### src/rtl/riscv_pkg.sv
// Shared RV32I encoding constants for the loader and the control decoder.
package riscv_pkg;

    // Symbolic instruction classes accepted by the loader
    typedef enum logic [2:0] {
        KIND_LW        = 3'd0,
        KIND_SW        = 3'd1,
        KIND_RTYPE     = 3'd2,
        KIND_BEQ       = 3'd3,
        KIND_ITYPE_ALU = 3'd4,
        KIND_JAL       = 3'd5
    } req_kind_e;

    // alu_control encoding shared with the ALU decoder
    localparam logic [2:0] ALU_ADD = 3'b000;
    localparam logic [2:0] ALU_SUB = 3'b001;
    localparam logic [2:0] ALU_AND = 3'b010;
    localparam logic [2:0] ALU_OR  = 3'b011;
    localparam logic [2:0] ALU_SLT = 3'b101;

    // Major opcodes
    localparam logic [6:0] OP_LOAD   = 7'b0000011;
    localparam logic [6:0] OP_STORE  = 7'b0100011;
    localparam logic [6:0] OP_RTYPE  = 7'b0110011;
    localparam logic [6:0] OP_ITYPE  = 7'b0010011;
    localparam logic [6:0] OP_BRANCH = 7'b1100011;
    localparam logic [6:0] OP_JAL    = 7'b1101111;

    localparam logic [2:0] F3_LW_SW = 3'b010;
    localparam logic [2:0] F3_BEQ   = 3'b000;
    localparam logic [6:0] F7_SUB   = 7'b0100000;

    // Immediate scatter formats, matching the decoder's immsrc
    typedef enum logic [1:0] {
        IMMSRC_I = 2'b00,
        IMMSRC_S = 2'b01,
        IMMSRC_B = 2'b10,
        IMMSRC_J = 2'b11
    } immsrc_e;

    // funct3 for the ALU operations (add and sub share 000)
    function automatic logic [2:0] alu_funct3(input logic [2:0] alu);
        case (alu)
            ALU_AND: return 3'b111;
            ALU_OR:  return 3'b110;
            ALU_SLT: return 3'b010;
            default: return 3'b000;
        endcase
    endfunction

    // True for any alu_control value the ALU implements
    function automatic logic alu_known(input logic [2:0] alu);
        return (alu == ALU_ADD) || (alu == ALU_SUB) || (alu == ALU_AND) ||
               (alu == ALU_OR)  || (alu == ALU_SLT);
    endfunction

endpackage

### src/rtl/instr_encode.sv
// Combinational encoder: symbolic request fields to an RV32I word plus legality flag.
module instr_encode
    import riscv_pkg::*;
(
    input  logic [2:0]  kind,
    input  logic [2:0]  alu,
    input  logic [4:0]  rd,
    input  logic [4:0]  rs1,
    input  logic [4:0]  rs2,
    input  logic [31:0] imm,
    output logic [31:0] word_c,
    output logic        illegal_c
);

    logic signed [31:0] simm;
    logic [6:0]         opcode;
    logic [2:0]         f3;
    logic [6:0]         f7;
    logic               is_rtype;
    immsrc_e            immsrc;

    assign simm = $signed(imm);

    // Select opcode/funct fields and check operand legality per class
    always_comb begin
        opcode    = '0;
        f3        = '0;
        f7        = '0;
        is_rtype  = 1'b0;
        immsrc    = IMMSRC_I;
        illegal_c = 1'b0;
        case (req_kind_e'(kind))
            KIND_LW: begin
                opcode    = OP_LOAD;
                f3        = F3_LW_SW;
                illegal_c = (simm < -32'sd2048) || (simm > 32'sd2047);
            end
            KIND_SW: begin
                opcode    = OP_STORE;
                f3        = F3_LW_SW;
                immsrc    = IMMSRC_S;
                illegal_c = (simm < -32'sd2048) || (simm > 32'sd2047);
            end
            KIND_RTYPE: begin
                opcode    = OP_RTYPE;
                f3        = alu_funct3(alu);
                f7        = (alu == ALU_SUB) ? F7_SUB : 7'b0;
                is_rtype  = 1'b1;
                illegal_c = !alu_known(alu);
            end
            KIND_ITYPE_ALU: begin
                opcode    = OP_ITYPE;
                f3        = alu_funct3(alu);
                illegal_c = !alu_known(alu) || (alu == ALU_SUB) ||
                            (simm < -32'sd2048) || (simm > 32'sd2047);
            end
            KIND_BEQ: begin
                opcode    = OP_BRANCH;
                f3        = F3_BEQ;
                immsrc    = IMMSRC_B;
                illegal_c = (simm < -32'sd4096) || (simm > 32'sd4094) || imm[0];
            end
            KIND_JAL: begin
                opcode    = OP_JAL;
                immsrc    = IMMSRC_J;
                illegal_c = (simm < -32'sd1048576) || (simm > 32'sd1048574) || imm[0];
            end
            default: illegal_c = 1'b1;
        endcase
    end

    // Assemble the word; each format only carries the register fields it uses
    always_comb begin
        word_c = '0;
        if (is_rtype) begin
            word_c = {f7, rs2, rs1, f3, rd, opcode};
        end else begin
            case (immsrc)
                IMMSRC_I: word_c = {imm[11:0], rs1, f3, rd, opcode};
                IMMSRC_S: word_c = {imm[11:5], rs2, rs1, f3, imm[4:0], opcode};
                IMMSRC_B: word_c = {imm[12], imm[10:5], rs2, rs1, f3, imm[4:1], imm[11], opcode};
                IMMSRC_J: word_c = {imm[20], imm[10:1], imm[11], imm[19:12], rd, opcode};
                default:  word_c = '0;
            endcase
        end
    end

endmodule

### src/rtl/instr_encoder_loader.sv
// Boot loader: encodes symbolic requests and writes them sequentially into instruction memory.
module instr_encoder_loader
    import riscv_pkg::*;
#(
    parameter int unsigned DEPTH     = 64,
    parameter logic [31:0] BASE_ADDR = 32'h0000_0000
) (
    input  logic                           clk,
    input  logic                           reset,
    input  logic                           req_valid,
    output logic                           req_ready,
    input  logic [2:0]                     req_kind,
    input  logic [2:0]                     req_alu,
    input  logic [4:0]                     req_rd,
    input  logic [4:0]                     req_rs1,
    input  logic [4:0]                     req_rs2,
    input  logic [31:0]                    req_imm,
    input  logic                           finish,
    input  logic                           clear,
    output logic                           imem_we,
    output logic [31:0]                    imem_addr,
    output logic [31:0]                    imem_wdata,
    output logic                           cpu_hold,
    output logic                           err,
    output logic [$clog2(DEPTH+1)-1:0]     count,
    output logic                           done
);

    localparam int unsigned CNT_W = $clog2(DEPTH + 1);

    typedef enum logic {
        ST_LOAD = 1'b0,
        ST_DONE = 1'b1
    } state_e;

    state_e             state_q, state_d;
    logic [CNT_W-1:0]   count_q, count_d;
    logic               err_q, err_d;
    logic               we_q, we_d;
    logic [31:0]        addr_q, addr_d;
    logic [31:0]        wdata_q, wdata_d;
    logic               hold_q, hold_d;
    logic [31:0]        enc_word;
    logic               enc_illegal;
    logic               accept;

    instr_encode u_encode (
        .kind      (req_kind),
        .alu       (req_alu),
        .rd        (req_rd),
        .rs1       (req_rs1),
        .rs2       (req_rs2),
        .imm       (req_imm),
        .word_c    (enc_word),
        .illegal_c (enc_illegal)
    );

    // Handshake: clear blocks acceptance in the same cycle
    assign req_ready = (state_q == ST_LOAD) && !clear && (count_q < CNT_W'(DEPTH));
    assign accept    = req_valid && req_ready;

    // Next-state, write-port and counter logic
    always_comb begin
        state_d = state_q;
        count_d = count_q;
        err_d   = err_q;
        we_d    = 1'b0;
        addr_d  = addr_q;
        wdata_d = wdata_q;
        if (accept) begin
            if (enc_illegal) begin
                err_d = 1'b1;
            end else begin
                we_d    = 1'b1;
                addr_d  = BASE_ADDR + (32'(count_q) << 2);
                wdata_d = enc_word;
                count_d = count_q + CNT_W'(1);
            end
        end
        case (state_q)
            ST_LOAD: begin
                if (clear) begin
                    count_d = '0;
                    err_d   = 1'b0;
                end else if (finish || (we_d && (count_d == CNT_W'(DEPTH)))) begin
                    state_d = ST_DONE;
                end
            end
            ST_DONE: begin
                if (clear) begin
                    state_d = ST_LOAD;
                    count_d = '0;
                    err_d   = 1'b0;
                end
            end
            default: state_d = ST_LOAD;
        endcase
        hold_d = (state_d == ST_LOAD) || we_d;
    end

    // State and output registers; reset drops any in-flight write
    always_ff @(posedge clk) begin
        if (reset) begin
            state_q <= ST_LOAD;
            count_q <= '0;
            err_q   <= 1'b0;
            we_q    <= 1'b0;
            addr_q  <= BASE_ADDR;
            wdata_q <= '0;
            hold_q  <= 1'b1;
        end else begin
            state_q <= state_d;
            count_q <= count_d;
            err_q   <= err_d;
            we_q    <= we_d;
            addr_q  <= addr_d;
            wdata_q <= wdata_d;
            hold_q  <= hold_d;
        end
    end

    assign imem_we    = we_q;
    assign imem_addr  = addr_q;
    assign imem_wdata = wdata_q;
    assign cpu_hold   = hold_q;
    assign err        = err_q;
    assign count      = count_q;
    assign done       = (state_q == ST_DONE);

endmodule

### config.mk
export PLATFORM = sky130hd
export DESIGN_NAME = instr_encoder_loader
export DESIGN_NICKNAME = d
export VERILOG_FILES = /design/src/rtl/riscv_pkg.sv /design/src/rtl/instr_encode.sv /design/src/rtl/instr_encoder_loader.sv
export SDC_FILE = /design/constraint.sdc
export NUM_CORES = 1
export LEC_CHECK = 0
export BUFFER_PORTS_ARGS = -buffer_cell sky130_fd_sc_hd__clkbuf_2
export CAP_MARGIN = 25
export CORE_ASPECT_RATIO = 0.6
export CORE_MARGIN = 1
export CORE_UTILIZATION = 46
export CTS_CLUSTER_DIAMETER = 80
export CTS_CLUSTER_SIZE = 12
export DETAILED_ROUTE_END_ITERATION = 10
export PLACE_DENSITY = 0.85
export REMOVE_ABC_BUFFERS = 1
export SLEW_MARGIN = 20
export SYNTH_ARGS = -nofsm -noshare
export SYNTH_HDL_FRONTEND = slang
export SYNTH_SLANG_ARGS = --single-unit
### constraint.sdc
create_clock -name clk -period 2.7 [get_ports clk]
set_input_delay 0.405 -clock clk [delete_from_list [all_inputs] [get_ports clk]]
set_output_delay 0.405 -clock clk [all_outputs]
set_load 0.02 [all_outputs]
==> results_dict.tcl, run 1 <==
set metrics [dict create \
    ctsResizeCount 0 \
    cts_setup_buffers 0 \
    worst_pin_slew_ns 0.825 \
    p_int_mw 1.10 \
    power_density_nw_per_um2 473 \
    required_ns 2.93 \
    synth_edf_count 0 \
    finalClockSkew_ns 0.00869 \
    holdPathStages 3 \
    yosys.cell_types.count 47 \
    grt_first_pass_wirelength_mm 12.2 \
    insertion_delay_ns 0.30 \
    cts_hold_buf 0 \
    fin_nets 487 \
    power.leakage_nw 1.43 \
    drt-pass1-iter-count 5 \
    drv_cap 0 \
    wire_per_inst_um 15.5 \
    hpwl_mm 5.92 \
    setup_viol 0 \
    core-area_um2 5310 \
    first_global_vias 2545 \
    rows 20 \
    top_layer "met4" \
    ys.flop_type "dfxtp_1" \
    vias 2859 \
    synth_seq_cells 48 \
    drt-total-wl_mm 7.84 \
    vdd_drop_max_mv 0.281 \
    slew_headroom_pct 44.9 \
    final_util_pct 62.0 \
    async_flop_share_pct 0 \
    cp_max_fo 13 \
    root_buffer "clkbuf_8" \
    hold_end "imem_wdata[21]" \
    drtIter0Drc 309 \
    final_cell_mix "clkbuf_2, dfxtp_1, a21oi_1" \
    met1_length_mm 3.60 \
    synth_area_um2 2650 \
    hold_path.class "primary input to flip-flop" \
    grt_overflow_total 0 \
    p_clk_share_pct 32.4 \
    htreeDepth 2 \
    critPathMaxStageDelay_ns 0.55 \
    end_kind "flip-flop" \
    r2r_cells 6 \
    ant_nets 0 \
    die_area_um2 6070 \
    min_period_over_period_pct 84.4 \
    postSynthCellCount 328 \
    gp_congestion 0.942 \
    drv_slew 0 \
    r2r_start "count[6]" \
    pin_count 134 \
    clk_pin_slew_ns 0.09 \
    cp_slowest_cell "or4_1" \
    cts_tree "built" \
    yosysWarnings 0 \
    worstPathCellList "clkbuf_2 -> nor4_2 -> nand3_1 -> or3_1 -> a41o_1 -> or4_1 -> a21oi_1" \
    seq_area_frac_synth_pct 36.3 \
    comb_power_share_pct 20.3 \
    drc 0 \
    portBuffers 108 \
    swShare_pct 29.4 \
    met3WireLength_um 663 \
    final_common_cell "clkbuf_2" \
    p_switching_mw 0.457 \
    antenna_cells 0 \
    grt_max_degree 41 \
    status "finished clean" \
    initial_core_util_pct 49.9 \
    fmax_mhz 439 \
    grt_setup_unrepaired "no" \
    worst_ep_arrival_time_ns 2.51 \
    clockBufferDepth 2 \
    p_seq_share_pct 47.3 \
    grt_usage_pct 26.1 \
    hold_start "req_rs2[1]" \
    criticalPathCategory "primary input to flip-flop" \
    met2_length_mm 3.51 \
    area_growth_syn_to_layout_pct 24.3 \
    die_x_um 99.9 \
    fin_crit_ns 2.28 \
    drive_gt1_share_pct 31.6 \
    reg2reg_slack_ns 0.86 \
    antenna_found_initial 0 \
    via_per_inst 5.67 \
    startpoint_type "primary input" \
    cts_inserted_buffers 5 \
    hold_viol_final 0 \
    setup_tns_ns 0 \
    fp.dieH_um 60.8 \
    syn_avg_cell_area_um2 8.07 \
    reg2reg_to "count[4]" \
    tritoncts_num_sinks 48 \
]
layout make-up:
class | instances | area (µm²)
Fill cell | 497 | 2020
Clock buffer | 5 | 68.8
Inverter | 5 | 18.8
Multi-Input combinational cell | 247 | 1480
Clock inverter | 1 | 30.0
Sequential cell | 48 | 961
Timing Repair Buffer | 121 | 638
Tap cell | 77 | 96.3
cell usage after synthesis (all sizes together) (2+ instances only):
library cell   n  share of area, %
clkbuf        20               2.8
nand2b         5               1.2
a211oi        11               3.1
a21oi         45               8.5
o22ai          2              0.47
o31ai          5               1.4
nand2         17               2.4
and3           2              0.47
nand4         12               2.8
nor3           9               1.7
nor2b          5               1.2
nor2          11               1.7
nand3         14               2.6
a31oi          5               1.2
nand4b         5               1.7
nor4           5               1.9
mux2i         12               4.5
a311oi         6               2.0
or3            6               1.4
dfxtp         48                36
o21ai         26               4.9
buf           32               8.8
inv            5              0.71
or4            2              0.57
logic make-up (layout without fill, tap and decap cells):
logic type	after synthesis	count (layout)	synth area share, %
other	1	25	0.142
adders and majority gates	1	1	0.473
DFF	48	48	36.3
AOI/OAI and AO/OA	109	109	24.5
and+or+nand+nor	99	99	21.3
xor gates and xnor gates	1	1	0.331
muxes	12	12	4.54
buffers and inverters	57	132	12.3
worst max-delay path, delay by kind of cell:
family / cells / cell delay (ns)
simple gates: 4 / 1.47
compound gates: 2 / 0.54
buf+inv: 1 / 0.09
metal layers:
metal,global-route usage (%),vias to the layer above
li1,-,1363
met1,36.3,1327
met2,42.7,159
met3,4.84,10
met4,6.09,0
met5,0,-
how the worst max path moves through the flow:
stage                 from              to
6_report       req_imm[28]        count[4]
5_1_grt        req_imm[22]        count[3]
3_3_place_gp   req_imm[22]        count[4]
3_5_place_dp   req_imm[22]        count[4]
4_1_cts        req_imm[22]        count[4]
2_1_floorplan  req_imm[29]  imem_wdata[20]
metrics by stage:
step | hold WS (ns) | instance area (µm²) | total power, mW | setup WS, ns | instances
global placement | 0.454 | 3190 | 1.05 | 0.203 | 498
CTS | 0.348 | 3290 | 1.55 | 0.435 | 504
finish | 0.348 | 3290 | 1.56 | 0.420 | 504
floorplan | 0.474 | 2430 | 0.915 | -0.950 | 300
detailed placement | 0.470 | 3190 | 1.06 | 0.127 | 498
global route | 0.366 | 3290 | 1.61 | 0.297 | 504
sequential cells by signal, summed over array words and instances, names as in the netlist:
| register | cells |
|---|---|
| cpu_hold | 1 |
| imem_wdata | 30 |
| imem_addr | 7 |
| err | 1 |
| imem_we | 1 |
| count | 7 |
| done | 1 |
power groups by stage:
stage / Combinational, mW / Clock [mW] / Sequential (mW)
after global placement: 0.303 / 0 / 0.751
after CTS: 0.311 / 0.501 / 0.735
final: 0.316 / 0.503 / 0.736
after floorplan: 0.140 / 0 / 0.774
after global routing: 0.343 / 0.529 / 0.737
after detailed placement: 0.310 / 0 / 0.752
Note: power is estimated with default switching activity, not from simulation.
==> run 2, diff against run 1 <==
--- a/config.mk
+++ b/config.mk
@@ -9,11 +9,11 @@
 export CAP_MARGIN = 25
 export CORE_ASPECT_RATIO = 0.6
 export CORE_MARGIN = 1
-export CORE_UTILIZATION = 46
+export CORE_UTILIZATION = 41
 export CTS_CLUSTER_DIAMETER = 80
 export CTS_CLUSTER_SIZE = 12
 export DETAILED_ROUTE_END_ITERATION = 10
-export PLACE_DENSITY = 0.85
+export PLACE_DENSITY = 0.8
 export REMOVE_ABC_BUFFERS = 1
 export SLEW_MARGIN = 20
 export SYNTH_ARGS = -nofsm -noshare
==> constraint.sdc (replaced) <==
create_clock -name clk -period 2 [get_ports clk]
set_input_delay 0.3 -clock clk [delete_from_list [all_inputs] [get_ports clk]]
set_output_delay 0.3 -clock clk [all_outputs]
set_load 0.02 [all_outputs]
==> results_dict.tcl, run 2 (same netlist as run 1, synthesis figures left out) <==
set metrics [dict create \
    status "finished clean" \
    met1_length_mm 3.83 \
    hold_start "req_rs2[3]" \
    setup_viol 0 \
    r2r_start "count[6]" \
    drtIter0Drc 199 \
    initial_core_util_pct 42.9 \
    vias 3025 \
    power.leakage_nw 1.65 \
    area_growth_syn_to_layout_pct 41.1 \
    tritoncts_num_sinks 48 \
    power_density_nw_per_um2 565 \
    htreeDepth 2 \
    grt_first_pass_wirelength_mm 12.9 \
    hpwl_mm 6.31 \
    drv_cap 0 \
    final_util_pct 60.6 \
    end_kind "flip-flop" \
    first_global_vias 2719 \
    drc 0 \
    top_layer "met4" \
    root_buffer "clkbuf_8" \
    reg2reg_slack_ns 0.26 \
    gp_congestion 0.894 \
    core-area_um2 6170 \
    worst_pin_slew_ns 0.503 \
    required_ns 2.22 \
    fin_nets 522 \
    drv_slew 0 \
    met3WireLength_um 687 \
    grt_max_degree 41 \
    fin_crit_ns 2.00 \
    cts_tree "built" \
    final_common_cell "clkbuf_2" \
    wire_per_inst_um 15.5 \
    cts_hold_buf 0 \
    drt-total-wl_mm 8.47 \
    vdd_drop_max_mv 0.291 \
    ant_nets 0 \
    grt_usage_pct 23.7 \
    portBuffers 108 \
    hold_viol_final 0 \
    rows 22 \
    cp_max_fo 6 \
    die_x_um 106 \
    slew_headroom_pct 66.4 \
    largest_reg_flops 30 \
    met2_length_mm 3.85 \
    clockBufferDepth 2 \
    die_area_um2 6790 \
    design_area_um2 3730 \
    hold_path.class "primary input to flip-flop" \
    grt_setup_unrepaired "yes" \
    drt-pass1-iter-count 6 \
    antenna_cells 0 \
    grt_overflow_total 0 \
    fp.dieH_um 64.2 \
    cts_inserted_buffers 5 \
    fmax_mhz 500 \
    insertion_delay_ns 0.31 \
    finalClockSkew_ns 0.00741 \
    final_cell_mix "clkbuf_2, dfxtp_1, a21oi_1" \
    place_area_um2 3450 \
    worst_ep_arrival_time_ns 2.22 \
    startpoint_type "primary input" \
    via_per_inst 5.52 \
    pin_count 134 \
    min_period_over_period_pct 100 \
    drive_gt1_share_pct 39.0 \
    antenna_found_initial 0 \
    clk_pin_slew_ns 0.10 \
    critPathLaunch "req_imm[31]" \
    criticalPathCategory "primary input to flip-flop" \
]
[run 2: cell types whose count changed in the layout (fill, tap and decap cells not counted), moves of 4 or more]
cell,change
buf_4,+24
clkbuf_2,-5
buf_6,+12
nor4_4,+4
[run 2: what timing repair did]
item,CTS,global route
endpoints found under the setup margin,30,47
buffers inserted,0,2
resized for setup,5,38
cloned,0,1
endpoints found under the hold margin,0,0
pin swaps,3,20
[run 2: path summary, 6_finish.rpt]
kind | to | cells after the start
worst min register to register | imem_addr[8] | 1
worst min-delay path | imem_wdata[23] | 3
worst max register to register | count[4] | 6
worst max-delay path | imem_wdata[8] | 10
[run 2: critical path, stage by stage]
cell and delay [ns]:
clkbuf_2 0.11, nor4_4 0.29, nand3_2 0.17, or3_4 0.42
buf_6 0.13, a41oi_4 0.23, buf_6 0.15, buf_4 0.14
a21oi_1 0.07, a211oi_1 0.21
[run 2: power by group]
part	switching, mW	internal, mW	total (mW)
Combinational	0.316	0.212	0.529
Sequential	0.0141	0.980	0.994
Clock	0.341	0.244	0.586
Total	0.672	1.44	2.11
[run 2: layer usage]
metal | up-vias | global-route usage [%]
li1 | 1439 | -
met1 | 1410 | 33.7
met2 | 160 | 37.3
met3 | 16 | 4.29
met4 | 0 | 5.03
met5 | - | 0
[run 2: final cells by class]
cell class	instances	area, µm²
clock buffers	5	68.8
multi-input cells	247	1580
clock inverters	3	18.8
repair buffers	156	983
inverters	5	18.8
flip-flops and latches	48	961
well taps	84	105
fillers	520	2430
[run 2: through the flow]
| step | worst slack, ns | hold slack [ns] | total power, mW | instances | setup TNS, ns |
|---|---|---|---|---|---|
| after floorplan | -1.54 | 0.369 | 1.23 | 300 | -62.57 |
| after global placement | -0.345 | 0.455 | 1.47 | 537 | -13.07 |
| after detailed placement | -0.381 | 0.465 | 1.48 | 537 | -14.87 |
| after CTS | -0.0296 | 0.226 | 2.06 | 545 | -0.106 |
| after global routing | -0.0527 | 0.241 | 2.20 | 548 | -0.629 |
| final | 0.000791 | 0.225 | 2.11 | 548 | 0 |
==> run 3, diff against run 2 <==
--- a/config.mk
+++ b/config.mk
@@ -5,15 +5,15 @@
 export SDC_FILE = /design/constraint.sdc
 export NUM_CORES = 1
 export LEC_CHECK = 0
+export ABC_AREA = 1
 export BUFFER_PORTS_ARGS = -buffer_cell sky130_fd_sc_hd__clkbuf_2
-export CAP_MARGIN = 25
 export CORE_ASPECT_RATIO = 0.6
 export CORE_MARGIN = 1
-export CORE_UTILIZATION = 41
+export CORE_UTILIZATION = 42
 export CTS_CLUSTER_DIAMETER = 80
 export CTS_CLUSTER_SIZE = 12
 export DETAILED_ROUTE_END_ITERATION = 10
-export PLACE_DENSITY = 0.8
+export PLACE_DENSITY = 0.81
 export REMOVE_ABC_BUFFERS = 1
 export SLEW_MARGIN = 20
 export SYNTH_ARGS = -nofsm -noshare
==> results_dict.tcl, run 3 <==
set metrics [dict create \
    status "finished clean" \
    initial_core_util_pct 44.0 \
    antenna_found_initial 0 \
    die_area_um2 6790 \
    hpwl_mm 6.32 \
    htreeDepth 2 \
    drv_slew 0 \
    startpoint_type "primary input" \
    use_met1_pct 32.3 \
    yosys-top-cells-count "nand2_1, nor2_1, dfxtp_1" \
    clockBufferDepth 2 \
    place_area_um2 3450 \
    cp_common_cell "nand2_1" \
    fin_crit_ns 1.84 \
    hold_viol_final 0 \
    grt_setup_unrepaired "no" \
    required_ns 2.24 \
    postSynthCellCount 399 \
    largest_reg_flops 30 \
    setup_tns_ns 0 \
    ant_nets 0 \
    clk_pin_slew_ns 0.10 \
    drive_gt1_share_pct 33.1 \
    first_global_vias 2845 \
    die_x_um 106 \
    syn_avg_cell_area_um2 6.80 \
    area_growth_syn_to_layout_pct 33.2 \
    yosysWarnings 0 \
    cts_inserted_buffers 5 \
    criticalPathCategory "primary input to flip-flop" \
    fp.dieH_um 64.2 \
    vias 3079 \
    grt_overflow_total 0 \
    grt_first_pass_wirelength_mm 13.0 \
    yosys.cell_types.count 37 \
    synth_edf_count 0 \
    grt_max_degree 27 \
    vdd_drop_max_mv 0.313 \
    gp_congestion 0.938 \
    async_flop_share_pct 0 \
    grt.met3_usage_pct 5.82 \
    insertion_delay_ns 0.31 \
    antenna_cells 0 \
    root_buffer "clkbuf_8" \
    power_density_nw_per_um2 616 \
    met2_usage_pct 38.2 \
    gr-max-usage-layer "met2" \
    ff_latch_area_um2 962 \
    end_kind "flip-flop" \
    synthTopCellsByArea "dfxtp_1, nand2_1, buf_4" \
    drt-pass1-iter-count 5 \
    core-area_um2 6170 \
    synth_area_um2 2710 \
    ys.flop_type "dfxtp_1" \
    yosysTopAreaCell "dfxtp_1" \
    cp_slowest_cell "a21oi_4" \
    drv_cap 0 \
    wire_per_inst_um 13.0 \
    slew_headroom_pct 65.5 \
    fmax_mhz 544 \
    cts_hold_buf 0 \
    worst_ep_arrival_time_ns 2.08 \
    worstPathCellList "clkbuf_2 -> nand2_1 -> nor2_1 -> nand2_1 -> o21ai_1 -> nand3_1 -> a21oi_4 -> buf_6 -> nand4_2 -> nand2_1 -> nand2_1 -> nor2_1 -> nand3_1 -> a21oi_2" \
    cp_max_fo 5 \
    min_period_over_period_pct 91.9 \
    drt-total-wl_mm 8.04 \
    drc 0 \
    grt_usage_pct 23.8 \
    critPathMaxStageDelay_ns 0.24 \
    power.leakage_nw 1.83 \
    seq_area_frac_synth_pct 35.4 \
    tritoncts_num_sinks 48 \
    design_area_um2 3610 \
    synth_seq_cells 48 \
    rows 22 \
    portBuffers 108 \
    final_common_cell "clkbuf_2" \
    drtIter0Drc 189 \
    worst_pin_slew_ns 0.518 \
    fin_nets 592 \
    via_per_inst 4.98 \
    yosysMostFrequentCell "nand2_1" \
    finalClockSkew_ns 0.00861 \
    final_util_pct 58.6 \
    setup_viol 0 \
    multi_input_area_um2 1450 \
    synth_top_area_share_pct 35.4 \
    fillerInstances 589 \
    cts_tree "built" \
    pin_count 134 \
    final_cell_mix "clkbuf_2, nand2_1, nor2_1, dfxtp_1, nand3_1" \
    hold_path.class "primary input to flip-flop" \
]
run 3: cell count changes in the layout (fill, tap and decap cells not counted), moves of 11 or more:
cell,change
nand2_1,+73
nor2_1,+37
a21oi_1,-26
inv_1,+26
nand3_1,+21
a211oi_1,-11
buf_6,-11
mux2i_1,-11
run 3: path summary, 6_finish.rpt:
check                 startpoint              to  slack, ns  depth (start not counted)
hold / removal         req_rd[2]   imem_wdata[9]       0.23                          3
setup / recovery     req_imm[19]            done       0.16                         14
setup reg to reg            done            done       0.21                         11
hold reg to reg   imem_wdata[14]  imem_wdata[14]       0.48                          2
run 3: cells by family after synthesis:
logic type,count (synthesis),share of synthesized area [%]
flip-flops,48,35.4
AND/OR/NAND/NOR,198,32.6
multiplexers,1,0.369
AO/OA/AOI/OAI,74,15.5
other,1,0.138
adder cells (fa/ha/maj),1,0.461
buffers and inverters,76,15.5
run 3: layout make-up:
class,instances,share of cell area [%]
Tap cell,84,2.91
Clock inverter,3,1.18
Multi-Input combinational cell,299,40.2
Inverter,36,3.74
Timing Repair Buffer,143,23.4
Clock buffer,5,1.91
Sequential cell,48,26.6
run 3: critical path: cells and delay by family:
kind | cells | cell delay, ns
buffers and inverters | 2 | 0.27
AOI/OAI and AO/OA | 3 | 0.52
and+or+nand+nor | 9 | 0.98
run 3: layer usage:
metal	up-vias	routed length, µm
met5	-	0
met2	129	3380
li1	1539	-
met3	11	631
met4	0	76
met1	1400	3950
run 3: where the power goes:
part / leakage, nW / internal, mW / total (mW) / switching, mW
logic: 1.39 / 0.179 / 0.483 / 0.304
registers: 0.390 / 0.991 / 1.01 / 0.0193
clock network: 0.0541 / 0.371 / 0.729 / 0.359
run 3: repair_timing:
item	CTS	global route
setup endpoints to repair	0	25
gates resized for setup	0	11
buffers inserted	0	1
run 3: through the flow:
step           setup slack [ns]  hold slack [ns]  instances  total power, mW
4_1_cts                   0.120            0.228        616             2.21
3_3_place_gp            -0.0767            0.437        608             1.49
2_1_floorplan            -0.467            0.369        383             1.28
5_1_grt                0.000402            0.248        618             2.31
6_report                  0.162            0.228        618             2.22
3_5_place_dp             -0.189            0.461        608             1.50
